File: config.mk
export PLATFORM = sky130hd
export DESIGN_NAME = hazard_forward_unit_flat
export DESIGN_NICKNAME = d
export VERILOG_FILES = /design/src/rtl/hazard_forward_unit_if.sv /design/src/rtl/hazard_forward_unit.sv /design/src/flat_wrapper.sv
export SDC_FILE = /design/constraint.sdc
export NUM_CORES = 1
export LEC_CHECK = 0
export BUFFER_PORTS_ARGS = -buffer_cell sky130_fd_sc_hd__buf_2
export CAP_MARGIN = 20
export CELL_PAD_IN_SITES_DETAIL_PLACEMENT = 2
export CELL_PAD_IN_SITES_GLOBAL_PLACEMENT = 2
export CORE_MARGIN = 2
export CORE_UTILIZATION = 28
export DETAILED_ROUTE_END_ITERATION = 10
export PLACE_DENSITY = 0.73
export SLEW_MARGIN = 20
export SYNTH_ARGS = -nofsm -noshare
export SYNTH_HDL_FRONTEND = slang
export SYNTH_SLANG_ARGS = --single-unit
File: constraint.sdc
create_clock -name clk -period 2 [get_ports clk]
set_clock_uncertainty 0.15 [all_clocks]
set_input_delay 0.3 -clock clk [delete_from_list [all_inputs] [get_ports clk]]
set_output_delay 0.3 -clock clk [all_outputs]
set_load 0.03 [all_outputs]
File: src/rtl/hazard_forward_unit_if.sv
// ID-stage hazard interface: instruction descriptor in, stall/bypass/forward controls out.
// The pipeline control side uses "master"; the hazard unit uses "slave".
interface hazard_forward_unit_if #(
  parameter int REG_ADDR_WIDTH = 5
);

  logic                      id_valid;
  logic                      id_flush;
  logic [REG_ADDR_WIDTH-1:0] id_rs1;
  logic [REG_ADDR_WIDTH-1:0] id_rs2;
  logic                      id_uses_rs1;
  logic                      id_uses_rs2;
  logic                      id_is_branch;
  logic [REG_ADDR_WIDTH-1:0] id_rd;
  logic                      id_reg_write;
  logic                      id_mem_read;

  logic                      stall;
  logic [1:0]                id_fwd_a_sel;
  logic [1:0]                id_fwd_b_sel;
  logic                      is_MEM_forward_ALU_A;
  logic                      is_MEM_forward_ALU_B;

  modport master (
    output id_valid, id_flush, id_rs1, id_rs2, id_uses_rs1, id_uses_rs2,
           id_is_branch, id_rd, id_reg_write, id_mem_read,
    input  stall, id_fwd_a_sel, id_fwd_b_sel,
           is_MEM_forward_ALU_A, is_MEM_forward_ALU_B
  );

  modport slave (
    input  id_valid, id_flush, id_rs1, id_rs2, id_uses_rs1, id_uses_rs2,
           id_is_branch, id_rd, id_reg_write, id_mem_read,
    output stall, id_fwd_a_sel, id_fwd_b_sel,
           is_MEM_forward_ALU_A, is_MEM_forward_ALU_B
  );

endinterface

File: src/rtl/hazard_forward_unit.sv
// RAW hazard detection for the ID instruction against shadow copies of the EX and MEM stages;
// resolves each hazard with an ID bypass, an EX-stage load forward, or a single bubble.
module hazard_forward_unit #(
  parameter int REG_ADDR_WIDTH = 5
) (
  input logic                  clk,
  input logic                  rst_n,
  hazard_forward_unit_if.slave bus
);

  localparam logic [1:0] SEL_REGFILE = 2'b00;
  localparam logic [1:0] SEL_EX_ALU  = 2'b01;
  localparam logic [1:0] SEL_MEM_WB  = 2'b10;

  typedef logic [REG_ADDR_WIDTH-1:0] reg_addr_t;

  typedef struct packed {
    logic      valid;
    reg_addr_t rd;
    logic      reg_write;
    logic      mem_read;
  } shadow_t;

  shadow_t    r_ex;
  shadow_t    r_mem;
  logic       r_fwd_a;
  logic       r_fwd_b;

  logic       w_live;
  logic       w_m1;
  logic       w_m2;
  logic       w_ex_hit_a;
  logic       w_ex_hit_b;
  logic       w_mem_hit_a;
  logic       w_mem_hit_b;
  logic       w_stall;
  logic [1:0] w_sel_a;
  logic [1:0] w_sel_b;
  shadow_t    w_ex_next;

  // x0 is hard-wired to zero, so a write to it never creates a dependency.
  function automatic logic is_producer(shadow_t e, reg_addr_t r);
    return e.valid && e.reg_write && (e.rd == r) && (r != '0);
  endfunction

  // Loads in EX are left to the EX-stage DM forward; branches resolve in ID and
  // cannot consume an EX ALU result in the same cycle, so they stall instead.
  function automatic logic [1:0] operand_sel(logic stall, logic ex_hit, logic ex_is_load,
                                             logic is_branch, logic mem_hit);
    if (stall)                              return SEL_REGFILE;
    if (ex_hit && !ex_is_load && !is_branch) return SEL_EX_ALU;
    if (ex_hit)                             return SEL_REGFILE;
    if (mem_hit)                            return SEL_MEM_WB;
    return SEL_REGFILE;
  endfunction

  always_comb begin
    // NOTE: every always_comb output gets a default first so no path can infer a latch.
    w_ex_next   = '0;

    w_live      = bus.id_valid && !bus.id_flush;
    w_m1        = w_live && bus.id_uses_rs1;
    w_m2        = w_live && bus.id_uses_rs2;

    w_ex_hit_a  = w_m1 && is_producer(r_ex,  bus.id_rs1);
    w_ex_hit_b  = w_m2 && is_producer(r_ex,  bus.id_rs2);
    w_mem_hit_a = w_m1 && is_producer(r_mem, bus.id_rs1);
    w_mem_hit_b = w_m2 && is_producer(r_mem, bus.id_rs2);

    w_stall     = w_live && bus.id_is_branch && (w_ex_hit_a || w_ex_hit_b);

    w_sel_a     = operand_sel(w_stall, w_ex_hit_a, r_ex.mem_read, bus.id_is_branch, w_mem_hit_a);
    w_sel_b     = operand_sel(w_stall, w_ex_hit_b, r_ex.mem_read, bus.id_is_branch, w_mem_hit_b);

    if (w_live && !w_stall) begin
      w_ex_next.valid     = 1'b1;
      w_ex_next.rd        = bus.id_rd;
      w_ex_next.reg_write = bus.id_reg_write;
      w_ex_next.mem_read  = bus.id_mem_read;
    end
  end

  always_ff @(posedge clk) begin
    if (!rst_n) begin
      // NOTE: only the valid bits carry meaning after reset; the whole entry is cleared
      // anyway because it is a handful of flops and keeps rd free of X in simulation.
      r_ex    <= '0;
      r_mem   <= '0;
      r_fwd_a <= 1'b0;
      r_fwd_b <= 1'b0;
    end else begin
      // NOTE: non-blocking assignments let r_mem capture the old r_ex in the same edge.
      r_mem   <= r_ex;
      r_ex    <= w_ex_next;
      r_fwd_a <= w_ex_hit_a && !w_stall && r_ex.mem_read;
      r_fwd_b <= w_ex_hit_b && !w_stall && r_ex.mem_read;
    end
  end

  assign bus.stall                = w_stall;
  assign bus.id_fwd_a_sel         = w_sel_a;
  assign bus.id_fwd_b_sel         = w_sel_b;
  assign bus.is_MEM_forward_ALU_A = r_fwd_a;
  assign bus.is_MEM_forward_ALU_B = r_fwd_b;

endmodule

File: src/flat_wrapper.sv
// flat-port wrapper written by rule: the top's interface ports become plain ports
module hazard_forward_unit_flat 
#(
  parameter int REG_ADDR_WIDTH = 5
)
  (clk, rst_n, bus_id_valid, bus_id_flush, bus_id_rs1, bus_id_rs2, bus_id_uses_rs1, bus_id_uses_rs2, bus_id_is_branch, bus_id_rd, bus_id_reg_write, bus_id_mem_read, bus_stall, bus_id_fwd_a_sel, bus_id_fwd_b_sel, bus_is_MEM_forward_ALU_A, bus_is_MEM_forward_ALU_B);
  hazard_forward_unit_if #(.REG_ADDR_WIDTH(REG_ADDR_WIDTH)) bus_i ();
  input logic clk;
  input logic rst_n;
  input wire logic [$bits(bus_i.id_valid)-1:0] bus_id_valid;
  input wire logic [$bits(bus_i.id_flush)-1:0] bus_id_flush;
  input wire logic [$bits(bus_i.id_rs1)-1:0] bus_id_rs1;
  input wire logic [$bits(bus_i.id_rs2)-1:0] bus_id_rs2;
  input wire logic [$bits(bus_i.id_uses_rs1)-1:0] bus_id_uses_rs1;
  input wire logic [$bits(bus_i.id_uses_rs2)-1:0] bus_id_uses_rs2;
  input wire logic [$bits(bus_i.id_is_branch)-1:0] bus_id_is_branch;
  input wire logic [$bits(bus_i.id_rd)-1:0] bus_id_rd;
  input wire logic [$bits(bus_i.id_reg_write)-1:0] bus_id_reg_write;
  input wire logic [$bits(bus_i.id_mem_read)-1:0] bus_id_mem_read;
  output wire logic [$bits(bus_i.stall)-1:0] bus_stall;
  output wire logic [$bits(bus_i.id_fwd_a_sel)-1:0] bus_id_fwd_a_sel;
  output wire logic [$bits(bus_i.id_fwd_b_sel)-1:0] bus_id_fwd_b_sel;
  output wire logic [$bits(bus_i.is_MEM_forward_ALU_A)-1:0] bus_is_MEM_forward_ALU_A;
  output wire logic [$bits(bus_i.is_MEM_forward_ALU_B)-1:0] bus_is_MEM_forward_ALU_B;
  assign bus_i.id_valid = bus_id_valid;
  assign bus_i.id_flush = bus_id_flush;
  assign bus_i.id_rs1 = bus_id_rs1;
  assign bus_i.id_rs2 = bus_id_rs2;
  assign bus_i.id_uses_rs1 = bus_id_uses_rs1;
  assign bus_i.id_uses_rs2 = bus_id_uses_rs2;
  assign bus_i.id_is_branch = bus_id_is_branch;
  assign bus_i.id_rd = bus_id_rd;
  assign bus_i.id_reg_write = bus_id_reg_write;
  assign bus_i.id_mem_read = bus_id_mem_read;
  assign bus_stall = bus_i.stall;
  assign bus_id_fwd_a_sel = bus_i.id_fwd_a_sel;
  assign bus_id_fwd_b_sel = bus_i.id_fwd_b_sel;
  assign bus_is_MEM_forward_ALU_A = bus_i.is_MEM_forward_ALU_A;
  assign bus_is_MEM_forward_ALU_B = bus_i.is_MEM_forward_ALU_B;
  hazard_forward_unit #(.REG_ADDR_WIDTH(REG_ADDR_WIDTH)) u_core (.clk(clk), .rst_n(rst_n), .bus(bus_i));
endmodule
==> results of run 1 <==
critical path: cells and delay by family, from the launching register on:
family / cells / cell delay [ns]
flops: 1 / 0.35
compound gates: 1 / 0.13
simple gates: 1 / 0.56
xor+xnor: 1 / 0.15
buf+inv: 3 / 0.43
state kept, by name, indices dropped and copies added (netlist names):
name,cells
u_core.r_ex,8
u_core.r_mem,7
u_core.bus.is_MEM_forward_ALU_A,1
u_core.bus.is_MEM_forward_ALU_B,1
what timing repair did:
item                                    4_1_cts  5_1_grt
endpoints found under the setup margin       13       13
resized for setup                            19       15
buffers inserted                              0        2
pin swaps                                     9        6
cells by family (layout without fill, tap and decap cells):
| family | after synthesis | after routing | share of synthesized area (%) |
|---|---|---|---|
| AO/OA/AOI/OAI | 3 | 3 | 4.96 |
| flip-flops | 17 | 17 | 40.9 |
| buffers and inverters | 2 | 52 | 2.71 |
| AND/OR/NAND/NOR | 38 | 38 | 30.4 |
| XOR/XNOR | 20 | 20 | 21.1 |
worst paths after layout:
| kind | from | end | slack (ns) | cells past startpoint |
|---|---|---|---|---|
| worst min register to register | u_core.r_ex[7] | u_core.r_mem[7] | 0.32 | 1 |
| worst min-delay path | bus_id_rd[0] | u_core.r_ex[2] | 0.08 | 2 |
| worst max register to register | u_core.r_ex[2] | u_core.r_ex[0] | 0.04 | 7 |
| worst max-delay path | u_core.r_ex[2] | bus_stall | -0.37 | 6 |
cell type report:
class	count	area (µm²)	share of cell area, %
tap	31	38.8	2.95
clock buffer	3	22.5	1.71
multi-input combinational	61	574	43.7
clock inverter	1	5.00	0.381
sequential	17	353	26.8
timing repair buffer	48	322	24.5
routing by layer:
layer / track usage [%] / part of all wire [%] / wire [µm]
met1: 22.2 / 44 / 1240
met2: 27.1 / 50 / 1410
met3: 3.30 / 3.2 / 89
met4: 8.97 / 2.1 / 59
met5: 0 / 0 / 0
power by group through the flow:
stage / clock (mW) / combinational (mW) / sequential, mW
floorplan: 0 / 0.0372 / 0.358
global placement: 0 / 0.0941 / 0.359
detailed placement: 0 / 0.0990 / 0.360
CTS: 0.203 / 0.103 / 0.352
global route: 0.230 / 0.123 / 0.354
finish: 0.196 / 0.112 / 0.352
cells in the mapped netlist:
cell type / n
a21oi_4: 1
and2_1: 7
buf_6: 2
dfxtp_1: 17
nand2_1: 3
nand3_1: 1
nand4_1: 4
nor2_1: 5
nor2b_4: 1
nor3_1: 2
nor3b_1: 7
nor4_1: 2
nor4b_2: 2
o211ai_2: 2
or4_1: 4
xnor2_1: 10
xor2_1: 10
metrics by stage:
stage	TNS [ns]	cells	util [%]
floorplan	-0.755	80	-
global placement	-2.09	156	41.5
detailed placement	-2.48	156	41.5
CTS	-1.75	160	44.6
global route	-2.55	161	47.3
finish	-1.65	161	47.3
==> impl_metrics.toml, run 1 <==
[setup_path]
path_cells = "buf_6, xor2_1, or4_4, buf_6, a21oi_4, buf_6"
required_ns = 1.55
worst-setup-path-type = "reg -> out"
critPathLaunchType = "flop"
cpMostUsedCell = "buf_6"
worst_path_max_delay_cell = "or4_4"
critPathArrivalTime_ns = 1.92
cp_max_fo = 3
worst_path_largest_cell_delay_ns = 0.56
end_kind = "output port"

[cts]
cts_tree = "done"
postCtsHoldBufs = 0
clkTransAtPathRegs_ns = 0.11
cts_max_path_buffers = 2
clockRootBuffer = "clkbuf_4"
cts_buffers = 3
cts_max_level = 1
cts.sink_count = 17
clk_latency_ns = 0.31

[finish]
area_delta_synth_final_pct = 58.0
mostFrequentLayoutCells = "buf_2, buf_4, dfxtp_1, xor2_1"
final_common_cell = "buf_2"
diodes = 0
drive_gt1_share_pct = 59.2
nFillCells = 290
fin_nets = 155
design_area_um2 = 1320

[synth]
synth_seq_cells = 17
syn-num-nets = 104
yosysTopAreaCell = "dfxtp_1"
syn_inst = 80
syn_avg_cell_area_um2 = 10.4
yosys_warnings = 0
ys_top_cells_by_area = "dfxtp_1, xnor2_1, xor2_1"
netlist_area_um2 = 832
synth-seq-area-share_pct = 40.9
yosys.area.top_type_share_pct = 40.9
yosysUniqueCellTypes = 17

[global_routing]
grt_pass1_vias = 853
grt_pass1_wl_um = 4220
antenna_found_initial = 0
grt_max_degree = 11
gr-total-overflow = 0
grtUsageTotal_pct = 17.2

[sta]
fin_worst_hold_slack_ns = 0.0818
setup_violations = 5
hold_viol_final = 0
tightest_slew_ns = 0.317
fmax_ghz = 0.422
fin_ws_ns = -0.372
maxSlewHeadroom_pct = 78.8
slew_viol_final = 0
final.period_utilization_pct = 119
timing.final.crit_period_ns = 2.37
rsz0062_at_grt = "true"

[detailed_routing]
first_pass_iters = 3
totalWireLength_um = 2800
routedWlPerCell_um = 17.4
drtIter0Drc = 11
viasPerCell = 4.89
route.antenna.remaining_nets = 0
vias = 787
drc = 0

[power_and_ir_drop]
p_total_mw = 0.660
worst_ir_drop_vdd_mv = 0.377
switchingPower_mw = 0.180
clock_power_share_pct = 29.7
p_int_mw = 0.480
leakagePower_nw = 0.559
power_frac_comb_pct = 17.0
power_density_nw_per_um2 = 502
switching_share_pct = 27.2
p_seq_share_pct = 53.3

[place]
dp_hpwl_um = 2060
numPortBuffers = 30
gp_congestion = 0.866
place_area_um2 = 1150
dpl_worst_slack_ns = -0.331

[die]
placementRows = 19
initial_core_util_pct = 29.9
die_x_um = 58.5
die_y_um = 58.5
io-pin-count = 31
core-area_um2 = 2780
die-area_um2 = 3420

[outcome]
violations = "negative setup slack"
status = "finished with violations"

[run]
drv_cap = 0

[min_path]
hold_class = "in -> reg"
(Power assumes the default switching activity.)
==> run 2, diff against run 1 <==
Settings changed: ABC_AREA set to 1, CORE_UTILIZATION 28 to 25, MAX_ROUTING_LAYER set to met4.
==> impl_metrics.toml, run 2 <==
[outcome]
status = "finished with violations"
violations = "negative setup slack"

[synth]
syn-num-nets = 207
yosys_warnings = 0
yosysTopAreaCell = "dfxtp_1"
syn_avg_cell_area_um2 = 5.98
synth_edf_count = 0
netlist_area_um2 = 1090
async_flop_share_pct = 0
synth-seq-area-share_pct = 31.1
ys_top_cells_by_area = "dfxtp_1, nand2_1, inv_1"
syn_inst = 183
synth_seq_cells = 17
synth.most_common_cell = "nand2_1"
synthFlopType = "dfxtp_1"
yosys.area.top_type_share_pct = 31.1
netlist_top_cells_count = "nand2_1, inv_1, nor2_1"
yosysUniqueCellTypes = 24

[cts]
cts_max_level = 1
cts_max_path_buffers = 2
cts_tree = "done"
postCtsHoldBufs = 0
cts_buffers = 3
clk_latency_ns = 0.26
clockRootBuffer = "clkbuf_8"
cts.sink_count = 17
clkTransAtPathRegs_ns = 0.08

[sta]
slew_viol_final = 0
fin_ws_ns = -0.0180
timing.final.crit_period_ns = 2.02
tightest_slew_ns = 0.405
final.period_utilization_pct = 101
maxSlewHeadroom_pct = 72.9
hold_viol_final = 0
fmax_ghz = 0.496
setup_violations = 4
tns_ns = -0.0494
rsz0062_at_grt = "true"

[min_path]
hold_start = "bus_id_rd[1]"
worstHoldPathCells = 3
hold_class = "in -> reg"
hold_path_end = "u_core.r_ex[3]"

[power_and_ir_drop]
worst_ir_drop_vdd_mv = 0.182
leakagePower_nw = 0.822
power_density_nw_per_um2 = 492
power_frac_comb_pct = 16.2
clock_power_share_pct = 36.5
p_int_mw = 0.528
switchingPower_mw = 0.216
switching_share_pct = 29.1
p_seq_share_pct = 47.3

[die]
die-area_um2 = 4920
initial_core_util_pct = 25.5
placementRows = 24
io-pin-count = 31
die_x_um = 70.1
core-area_um2 = 4290
die_y_um = 70.1

[setup_path]
worst-setup-path-type = "reg -> out"
cp_max_fo = 5
cp_num_buf_inv = 2
critPathArrivalTime_ns = 1.57
end_kind = "output port"
worst_path_max_delay_cell = "dfxtp_4"
required_ns = 1.55
cpMostUsedCell = "buf_6"
reg2reg_to = "u_core.bus.is_MEM_forward_ALU_A"
r2r_cells = 9
worstReg2RegStart = "u_core.r_ex[5]"
path_cells = "buf_6, nand2_2, o21ai_2, nor2_1, nand2_1, nand3b_4, a21oi_2, buf_6"
crit_family = "simple AND/OR/NAND/NOR gates"
rrSetupSlack_ns = 0.45
worst_path_largest_cell_delay_ns = 0.38
critPathLaunchType = "flop"

[place]
place_area_um2 = 1320
dp_cells = 266
numPortBuffers = 30
gp_congestion = 0.798
dp_hpwl_um = 3070

[finish]
diodes = 0
nFillCells = 539
fin_util_pct = 35.2
top_register = "u_core.r_ex"
final_common_cell = "nand2_1"
largest_register_ffs = 8
area_delta_synth_final_pct = 38.2
mostFrequentLayoutCells = "nand2_1, inv_1, nor2_1, buf_2, nand2_2"
layoutNonFillerInstCount = 273
fin_nets = 246
drive_gt1_share_pct = 36.2
design_area_um2 = 1510
reg_top3 = "u_core.r_ex: 8 flops, u_core.r_mem: 7 flops"

[global_routing]
grt_pass1_wl_um = 6550
grt_pass1_vias = 1371
antenna_found_initial = 0
gr-total-overflow = 0
grtUsageTotal_pct = 17.5
grt_max_degree = 11

[detailed_routing]
drtIter0Drc = 26
drc = 0
first_pass_iters = 4
route.antenna.remaining_nets = 0
vias = 1232
totalWireLength_um = 3820
routedWlPerCell_um = 14.0
viasPerCell = 4.51

[run]
drv_cap = 0
-- run 2: logic make-up (layout without fill, tap and decap cells) --
kind of cell | Yosys count | in the layout | synth area share, %
flops | 17 | 17 | 31.1
xor+xnor | 4 | 4 | 3.20
simple gates | 104 | 104 | 42.9
compound gates | 16 | 16 | 8.35
buf+inv | 42 | 80 | 14.4
-- run 2: per-layer routing --
| metal | vias up | part of all wire, % | track usage (%) |
|---|---|---|---|
| met2 | 14 | 50 | 29.6 |
| met5 | - | 0 | - |
| met1 | 592 | 46 | 22.0 |
| met4 | 0 | 0.81 | 3.85 |
| li1 | 621 | - | - |
| met3 | 5 | 2.4 | 2.74 |
-- run 2: area by class of cell --
type,count,area (µm²),share of cell area (%)
repair buffers,35,219,14.5
multi-input cells,124,668,44.2
flip-flops and latches,17,359,23.8
clock buffers,3,41.3,2.73
clock inverters,1,5.00,0.331
inverters,41,154,10.2
well taps,52,65.1,4.30
-- run 2: metrics by stage --
stage	total power, mW	setup WS [ns]	hold WS [ns]
2_1_floorplan	0.421	0.211	0.262
3_3_place_gp	0.470	0.0246	0.292
3_5_place_dp	0.473	0.0273	0.295
4_1_cts	0.749	-0.00678	0.0908
5_1_grt	0.793	-0.0978	0.0867
6_report	0.744	-0.0180	0.0914
-- run 2: worst max-delay path by stage --
stage | cells past startpoint | end | startpoint | slack (ns)
6_report | 8 | bus_stall | u_core.r_ex[5] | -0.02
2_1_floorplan | 7 | bus_id_fwd_a_sel[1] | u_core.r_ex[6] | 0.21
3_3_place_gp | 9 | bus_id_fwd_a_sel[1] | bus_id_flush | 0.02
3_5_place_dp | 8 | bus_id_fwd_a_sel[0] | bus_id_flush | 0.03
4_1_cts | 9 | bus_id_fwd_a_sel[1] | u_core.r_ex[5] | -0.007
5_1_grt | 8 | bus_id_fwd_a_sel[1] | u_core.r_ex[1] | -0.1
-- run 2: repair_timing --
action                                  CTS  global route
pin swaps                                 7             9
setup buffers                             2             1
endpoints found under the setup margin    5             5
gates resized for setup                  23            24
-- run 2: power groups by stage --
stage / combinational (mW) / sequential [mW] / clock [mW]
floorplan: 0.0620 / 0.359 / 0
global placement: 0.109 / 0.361 / 0
detailed placement: 0.112 / 0.362 / 0
CTS: 0.118 / 0.353 / 0.279
global route: 0.139 / 0.353 / 0.301
finish: 0.121 / 0.352 / 0.272
-- run 2: worst min-delay path, cell delays in order --
cell and delay (ns):
buf_2 0.09, inv_1 0.04, nor2_1 0.03
==> run 3, diff against run 2 <==
Settings changed: CORE_MARGIN 2 to not set.
==> impl_metrics.toml, run 3 (synthesized netlist as in run 2, its figures left out) <==
[finish]
mostFrequentLayoutCells = "nand2_1, inv_1, nor2_1, buf_2, dfxtp_1"
drive_gt1_share_pct = 34.1
nFillCells = 525
reg_top3 = "u_core.r_ex: 8 flops, u_core.r_mem: 7 flops"
largest_register_ffs = 8
design_area_um2 = 1500
layoutNonFillerInstCount = 273
area_delta_synth_final_pct = 37.2
top_register = "u_core.r_ex"
fin_nets = 248
diodes = 0
final_common_cell = "nand2_1"
fin_util_pct = 36.7

[die]
die_x_um = 68.1
core-area_um2 = 4090
placementRows = 23
initial_core_util_pct = 26.8
die-area_um2 = 4640
die_y_um = 68.1
io-pin-count = 31

[sta]
fmax_ghz = 0.498
slew_viol_final = 0
rsz0062_at_grt = "true"
timing.final.crit_period_ns = 2.01
tightest_slew_ns = 0.447
maxSlewHeadroom_pct = 70.1
hold_viol_final = 0
fin_ws_ns = -0.00917
fin_worst_hold_slack_ns = 0.0977
setup_violations = 1
final.period_utilization_pct = 100
tns_ns = -0.00917

[detailed_routing]
drc = 0
first_pass_iters = 3
vias = 1239
totalWireLength_um = 3990
viasPerCell = 4.54
drtIter0Drc = 26
route.antenna.remaining_nets = 0
routedWlPerCell_um = 14.6

[setup_path]
worstReg2RegStart = "u_core.r_ex[4]"
critPathLaunchType = "flop"
rrSetupSlack_ns = 0.36
r2r_cells = 12
reg2reg_to = "u_core.r_ex[4]"
cp_max_fo = 5
worst-setup-path-type = "reg -> out"
critPathArrivalTime_ns = 1.56
required_ns = 1.55
end_kind = "output port"

[place]
numPortBuffers = 30
dp_hpwl_um = 3310
gp_congestion = 0.827
dp_cells = 262
dpl_worst_slack_ns = -0.0109
place_area_um2 = 1300

[global_routing]
gr-total-overflow = 0
busiest_layer = "met2"
grt_max_degree = 11
grt_pass1_wl_um = 6380
antenna_found_initial = 0
grtUsageMet3_pct = 0.500
grt.met2_usage_pct = 35.8
grt_pass1_vias = 1356
grtUsageTotal_pct = 19.8
grt_util_met1_pct = 23.1

[run]
drv_cap = 0

[cts]
postCtsHoldBufs = 0
cts_buffers = 3
cts.sink_count = 17
clockRootBuffer = "clkbuf_8"
cts_tree = "done"
cts_max_path_buffers = 2
cts_max_level = 1
clk_latency_ns = 0.25
clkTransAtPathRegs_ns = 0.07

[min_path]
hold_start = "bus_id_rd[0]"
hold_path_end = "u_core.r_ex[2]"
worstHoldPathCells = 3
hold_class = "in -> reg"

[power_and_ir_drop]
p_total_mw = 0.735
leakagePower_nw = 0.802
worst_ir_drop_vdd_mv = 0.447
power_density_nw_per_um2 = 490

[outcome]
status = "finished with violations"
violations = "negative setup slack"
[run 3: cell count changes in the layout (fill, tap and decap cells not counted), sizes merged]
cell  before  now
buf       35   37
[run 3: worst max path at each step]
| stage | end | depth (start not counted) | from |
|---|---|---|---|
| floorplan | bus_id_fwd_a_sel[1] | 7 | u_core.r_ex[6] |
| global placement | bus_id_fwd_b_sel[1] | 9 | bus_id_rs2[4] |
| detailed placement | bus_id_fwd_a_sel[0] | 8 | bus_id_flush |
| CTS | bus_stall | 9 | u_core.r_ex[5] |
| global route | bus_id_fwd_b_sel[1] | 10 | u_core.r_ex[4] |
| finish | bus_stall | 7 | u_core.r_ex[4] |
[run 3: timing repair]
item / 4_1_cts / 5_1_grt
gates cloned: 0 / 0
buffers inserted: 5 / 2
endpoints found under the hold margin: 0 / 0
endpoints found under the setup margin: 5 / 5
gates resized for setup: 31 / 8
pin swaps: 13 / 4
[run 3: cell type report]
type                    count  area (µm²)  share of cell area [%]
inverters                  41         156                    10.4
flip-flops and latches     17         360                    24.0
well taps                  50        62.6                    4.17
clock inverters             1        5.00                   0.334
multi-input cells         124         644                    43.0
repair buffers             37         230                    15.3
clock buffers               3        41.3                    2.75
[run 3: per-layer routing]
| metal | wire, µm | share of wire (%) |
|---|---|---|
| met4 | 50 | 1.3 |
| met3 | 68 | 1.7 |
| met1 | 1720 | 43 |
| met5 | 0 | 0 |
| met2 | 2160 | 54 |
[run 3: report_power, final]
group          total, mW  internal (mW)  switching (mW)
clock network      0.258          0.138           0.120
logic              0.126         0.0509          0.0749
registers          0.351          0.341         0.00988
[run 3: worst max-delay path: stages (launching register included)]
cell      delay, ns
dfxtp_4        0.37
inv_2          0.04
nand2_1        0.08
nand2_2        0.09
nor3b_4        0.23
nand3b_4       0.15
a21oi_2        0.19
buf_6          0.15
